File: config.mk
export PLATFORM = sky130hd
export DESIGN_NAME = day9_sequencer
export DESIGN_NICKNAME = d
export VERILOG_FILES = /design/src/rtl/day9_sequencer.sv
export SDC_FILE = /design/constraint.sdc
export NUM_CORES = 1
export LEC_CHECK = 0
export CORE_ASPECT_RATIO = 1.5
export CORE_UTILIZATION = 35
export DETAILED_ROUTE_END_ITERATION = 16
export GPL_TIMING_DRIVEN = 0
export PLACE_DENSITY_LB_ADDON = 0.12
export SYNTH_ARGS = -nofsm -noshare
export SYNTH_HDL_FRONTEND = slang
export SYNTH_SLANG_ARGS = --single-unit
File: constraint.sdc
create_clock -name clock -period 3.2 [get_ports clock]
set_clock_uncertainty 0.15 [all_clocks]
set_input_delay 0.64 -clock clock [delete_from_list [all_inputs] [get_ports clock]]
set_output_delay 0.64 -clock clock [all_outputs]
set_load 0.02 [all_outputs]
File: src/rtl/day9_sequencer.sv
// day9_sequencer: job sequencer for the rectangle-area datapath.
// Accepts coordinate beats, clears the datapath at the start of each job,
// feeds one point per accepted beat, waits out the datapath pipeline after
// the last point, then captures the largest area on a valid/ready result port.
//
// state | meaning
// ------+-----------------------------------------------------------------
// ARM   | idle between jobs; datapath held cleared; first point accepted here
// FEED  | job in progress; points streamed to the datapath
// DRAIN | last point sent; counting down the datapath latency
// DONE  | result captured and presented until out_ready
module day9_sequencer #(
    parameter int W          = 17,
    parameter int DP_LATENCY = 6,
    parameter int CNT_W      = 16
) (
    input  logic             clock,
    input  logic             reset,
    input  logic             in_valid,
    output logic             in_ready,
    input  logic [W-1:0]     in_x,
    input  logic [W-1:0]     in_y,
    input  logic             in_last,
    output logic             dp_reset,
    output logic [W-1:0]     dp_x,
    output logic [W-1:0]     dp_y,
    input  logic [2*W-1:0]   dp_area,
    output logic             out_valid,
    input  logic             out_ready,
    output logic [2*W-1:0]   out_area,
    output logic [CNT_W-1:0] out_count,
    output logic             busy
);

    localparam int DW = $clog2(DP_LATENCY + 1);

    typedef enum logic [1:0] {
        S_ARM   = 2'd0,
        S_FEED  = 2'd1,
        S_DRAIN = 2'd2,
        S_DONE  = 2'd3
    } state_t;

    state_t           r_state;
    state_t           w_state_next;
    logic             w_accept;
    logic             w_drain_done;
    logic [W-1:0]     r_dp_x;
    logic [W-1:0]     r_dp_y;
    logic [2*W-1:0]   r_out_area;
    logic [CNT_W-1:0] r_out_count;
    logic [DW-1:0]    r_drain_cnt;

    assign w_accept     = in_valid && in_ready;
    assign w_drain_done = (r_state == S_DRAIN) && (r_drain_cnt == '0);

    // The datapath is held cleared while arming so a stale point from the
    // previous job never contributes to the next one.
    assign dp_reset  = reset | (r_state == S_ARM);
    assign dp_x      = r_dp_x;
    assign dp_y      = r_dp_y;
    assign out_area  = r_out_area;
    assign out_count = r_out_count;

    // State register.
    always_ff @(posedge clock) begin
        if (reset) begin
            r_state <= S_ARM;
        end else begin
            r_state <= w_state_next;
        end
    end

    // Next-state and state-decoded outputs; outputs depend on state only,
    // so there is no combinational path from in_valid or out_ready.
    always_comb begin
        w_state_next = r_state;
        in_ready     = 1'b0;
        out_valid    = 1'b0;
        busy         = 1'b0;
        case (r_state)
            S_ARM: begin
                in_ready = 1'b1;
                if (in_valid) begin
                    w_state_next = in_last ? S_DRAIN : S_FEED;
                end
            end
            S_FEED: begin
                in_ready = 1'b1;
                busy     = 1'b1;
                if (in_valid && in_last) begin
                    w_state_next = S_DRAIN;
                end
            end
            S_DRAIN: begin
                busy = 1'b1;
                if (r_drain_cnt == '0) begin
                    w_state_next = S_DONE;
                end
            end
            S_DONE: begin
                out_valid = 1'b1;
                if (out_ready) begin
                    w_state_next = S_ARM;
                end
            end
            default: begin
                w_state_next = S_ARM;
            end
        endcase
    end

    // Point register: updates only on accepted beats, holds across gaps.
    always_ff @(posedge clock) begin
        if (reset) begin
            r_dp_x <= '0;
            r_dp_y <= '0;
        end else if (w_accept) begin
            r_dp_x <= in_x;
            r_dp_y <= in_y;
        end
    end

    // Saturating point counter; restarts at 1 on the first accept of a job.
    always_ff @(posedge clock) begin
        if (reset) begin
            r_out_count <= '0;
        end else if (w_accept) begin
            if (r_state == S_ARM) begin
                r_out_count <= CNT_W'(1);
            end else if (r_out_count != '1) begin
                r_out_count <= r_out_count + CNT_W'(1);
            end
        end
    end

    // Drain timer: loaded on the last accept, counts down through DRAIN.
    always_ff @(posedge clock) begin
        if (reset) begin
            r_drain_cnt <= '0;
        end else if (w_accept && in_last) begin
            r_drain_cnt <= DW'(DP_LATENCY);
        end else if ((r_state == S_DRAIN) && (r_drain_cnt != '0)) begin
            r_drain_cnt <= r_drain_cnt - DW'(1);
        end
    end

    // Result capture once the pipeline has fully reflected the last point.
    always_ff @(posedge clock) begin
        if (reset) begin
            r_out_area <= '0;
        end else if (w_drain_done) begin
            r_out_area <= dp_area;
        end
    end

endmodule

==> impl_results.md <==
* Status: finished clean
* I/O Buffers at between 150 and 200
* Met1 Use GR at 0.2103
* Drt initial violations at between 100 and 150
* Sequential share of power at 0.339
* GRT Max-Usage Layer: met2
* Syn_area_per_cell at roughly 8 sq um
* Height of the die at ~130 um
* Net Count, Synth at between 500 and 600
* Vias in the first global route at roughly 3,500
* Dpl hpwl at between 7000 and 8000 um
* Vias at 3,610
* # IOs at roughly 160
* Clock network power share at 0.262
* Comb pwr share at 0.399
* Die area at ~11,000 sq um
* Initial Util at 0.3590
* Antenna viol nets, final at 0
* Peak supply drop at between 0.3 and 0.4 mV
* Clock sink total at slightly below 90
* Min cycle time layout at about 3.0 ns
* PD cells at 741.2 nW/um^2
* Max frequency at around 0.33 GHz
* Setup TNS at 0 ns
* Clk Latency, worst-skew pair at between 0.3 and 0.4 ns
* Grt met2 use at 0.3510
* Crit share post-route at 0.9361
* Number of fill cells at between 900 and 1,000
* CTS buffer count at 9
* Top_reg_cell synth: dfxtp_1
* Clock root cell: clkbuf_16
* #FFs+latches synth at just under 90
* Slowest cell on the critical path: clkdlybuf4s50_1
* Fin cells at between 700 and 800
* Post-synth EDFFs at 0
* Max FO, Critical Path at 10
* Final hold violation count at 0
* # setup viols final at 0
* Synthesis Warnings at 0
* Critical path class: flop to output port
* First-pass GRT wire length at between 15,000 and 20,000 um
* Total core area at 10,080 sq um
* CTS resizes at 0
* Placed Area at 5346 sq um
* Final Cell Area at 5657 sq um
* Pins Over Slew Limit at 0
* CP startpoint kind: flop
* Async SR Flop Fraction at 0
* Die W at roughly 85 um
* Worst slew margin at 0.5915
* Max Cap Viol at 0
* # DRC at 0
* Drt first pass iters at 4
* Hold Crit Class: flop to flop
* Grt ovf at 0
* Unrepaired setup endpoints after global routing: no
* Antenna violations before repair at 0
* Antenna cells at 0
* Yosys cell types at 48
* Worst path required time at 2.41 ns
* Internal at between 2 and 3 mW
* Clock-pin slew on the worst setup and hold paths at around 0.06 ns
* Data arrival time of the worst path at about 2.2 ns
* Area Overhead vs Synth at 56.33%
* Routed WL per cell at between 10 and 15 um
* Clock buffer depth at 2
* Final nets at 692
* Lkg Pwr at 2.025 nW
* CTS tree: done
* Sequential area share after synthesis at 0.4924
* Synth area leaders: dfxtp_1, nand2_1, a21oi_1
* Cts hold-fix bufs at 0
* Mapped cell area at approximately 3600 sq um
* CP Cell Sequence: inv_1, ha_1, clkbuf_2, or2_2, clkdlybuf4s50_1
* H-tree Lvls at 3
* Sw Pwr at approximately 1.5 mW
* Actual slew at the worst max-slew pin at approximately 0.61 ns
* GPL Wtd Cong at ~0.8
* Crit. End Element: output port
* Sw frac at 0.3511
* Cells after synthesis at 443
* Worst hold slack at a little over 0.3 ns
* Rows at 45
* Met3 Use GR at 0.04815
* Layout cell share with drive strength beyond 1 at 0.06169
* Crit-path max cell delay at between 0.5 and 0.6 ns
* Routed vias/inst at roughly 4.9
* Placed cells at roughly 720
* Largest net degree at the start of global routing at 15
* GR Util All Layers at 0.1950
* Share of the synthesized area in the top cell type at 0.4924
* Routed wire length at 10,130 um
* Largest area contributor in the synthesized netlist: dfxtp_1
* Post-CTS setup repair buffer count at 0
## worst paths after layout
| kind | start | endpoint | slack [ns] | depth (start not counted) |
|---|---|---|---|---|
| setup / recovery | r_state[0]$_SDFFE_PP0P_ | dp_reset | 0.20 | 5 |
| hold reg to reg | dp_x[5]$_SDFFE_PP0P_ | dp_x[5]$_SDFFE_PP0P_ | 0.30 | 2 |
| hold / removal | dp_x[5]$_SDFFE_PP0P_ | dp_x[5]$_SDFFE_PP0P_ | 0.30 | 2 |
| setup reg to reg | r_state[0]$_SDFFE_PP0P_ | out_count[7]$_SDFFE_PP0P_ | 0.94 | 10 |
## Yosys cell counts (2+ instances only)
| master | number |
|---|---|
| a211oi_1 | 3 |
| ha_1 | 7 |
| nand3_1 | 7 |
| a21oi_1 | 76 |
| o21ai_0 | 8 |
| o211ai_1 | 4 |
| a31o_1 | 2 |
| nor3b_1 | 3 |
| a31oi_1 | 4 |
| inv_1 | 6 |
| nand2_1 | 145 |
| buf_2 | 2 |
| clkbuf_1 | 25 |
| mux2i_1 | 3 |
| dfxtp_1 | 89 |
| and3_1 | 5 |
| nor2b_1 | 2 |
| nor3_1 | 3 |
| buf_6 | 3 |
| a31o_2 | 4 |
| and2_1 | 2 |
| o31ai_1 | 3 |
| nor2_1 | 10 |
| a311oi_2 | 2 |
| nand3b_1 | 2 |
## cells in the final DEF, fill, tap and decap left out, drive strengths merged, types with 3 or more instances in the layout
cell	synthesis	final
inv	6	6
clkinv	1	5
nor3b	3	3
buf	7	7
a21oi	76	76
and2	3	3
a31o	6	6
nor2	10	10
nor3	3	3
nand3	8	8
dfxtp	89	89
a31oi	4	4
clkbuf	25	34
o211ai	4	4
nand2	146	146
a211oi	3	3
o31ai	3	3
clkdlybuf4s50	0	158
and3	5	5
ha	7	7
o21ai	9	9
mux2i	3	3
## sequential cells by signal, summed over array words and instances, names as in the netlist
signal and flops:
out_area 34, r_state 2, dp_x 17, out_count 16
r_drain_cnt 3, dp_y 17
## final cells by class
| cell class | count | area [sq um] | share of cell area |
|---|---|---|---|
| Buffer | 32 | 150.1 | 0.02654 |
| Clock buffer | 9 | 225.2 | 0.03981 |
| Clock inverter | 6 | 83.83 | 0.01482 |
| Inverter | 7 | 26.28 | 0.004645 |
| Multi-Input combinational cell | 315 | 1662 | 0.2937 |
| Sequential cell | 89 | 1782 | 0.3150 |
| Tap cell | 117 | 146.4 | 0.02588 |
| Timing Repair Buffer | 158 | 1582 | 0.2796 |
## cell families (layout without fill, tap and decap cells)
family / count (synthesis) / in the layout / share of synthesized area
adder cells (fa/ha/maj): 7 / 7 / 0.02420
AND/OR/NAND/NOR: 189 / 189 / 0.2230
XOR/XNOR: 1 / 1 / 0.002421
flip-flops: 89 / 89 / 0.4924
AO/OA/AOI/OAI: 115 / 115 / 0.2012
buffers and inverters: 39 / 212 / 0.04841
multiplexers: 3 / 3 / 0.008299
## critical path, delay by kind of cell (launching register included)
kind          cells  cell delay (ns)
buf+inv           3             0.85
flops             1             0.38
simple gates      1             0.35
fa+ha+maj         1             0.29
## metrics by stage
stage,power [mW],setup slack [ns],utilization
5_1_grt,4.455,0.09383,0.5613
3_5_place_dp,3.125,0.5042,0.5305
4_1_cts,4.236,0.1288,0.5611
6_report,4.193,0.2044,0.5613
2_1_floorplan,2.415,1.077,-
3_3_place_gp,3.099,0.5201,0.5305
## per-layer routing
metal  vias to the layer above  part of all wire
met1                      1641              0.40
met4                         0             0.030
li1                       1836                 -
met5                         -                 0
met3                        22             0.050
met2                       111              0.53
## power by group through the flow
stage | sequential, mW | combinational [mW] | clock [mW]
2_1_floorplan | 1.66 | 0.755 | 0
3_3_place_gp | 1.44 | 1.66 | 0
3_5_place_dp | 1.44 | 1.68 | 0
4_1_cts | 1.42 | 1.69 | 1.13
5_1_grt | 1.45 | 1.83 | 1.17
6_report | 1.42 | 1.67 | 1.10
Power figures use the tool's default switching activity.
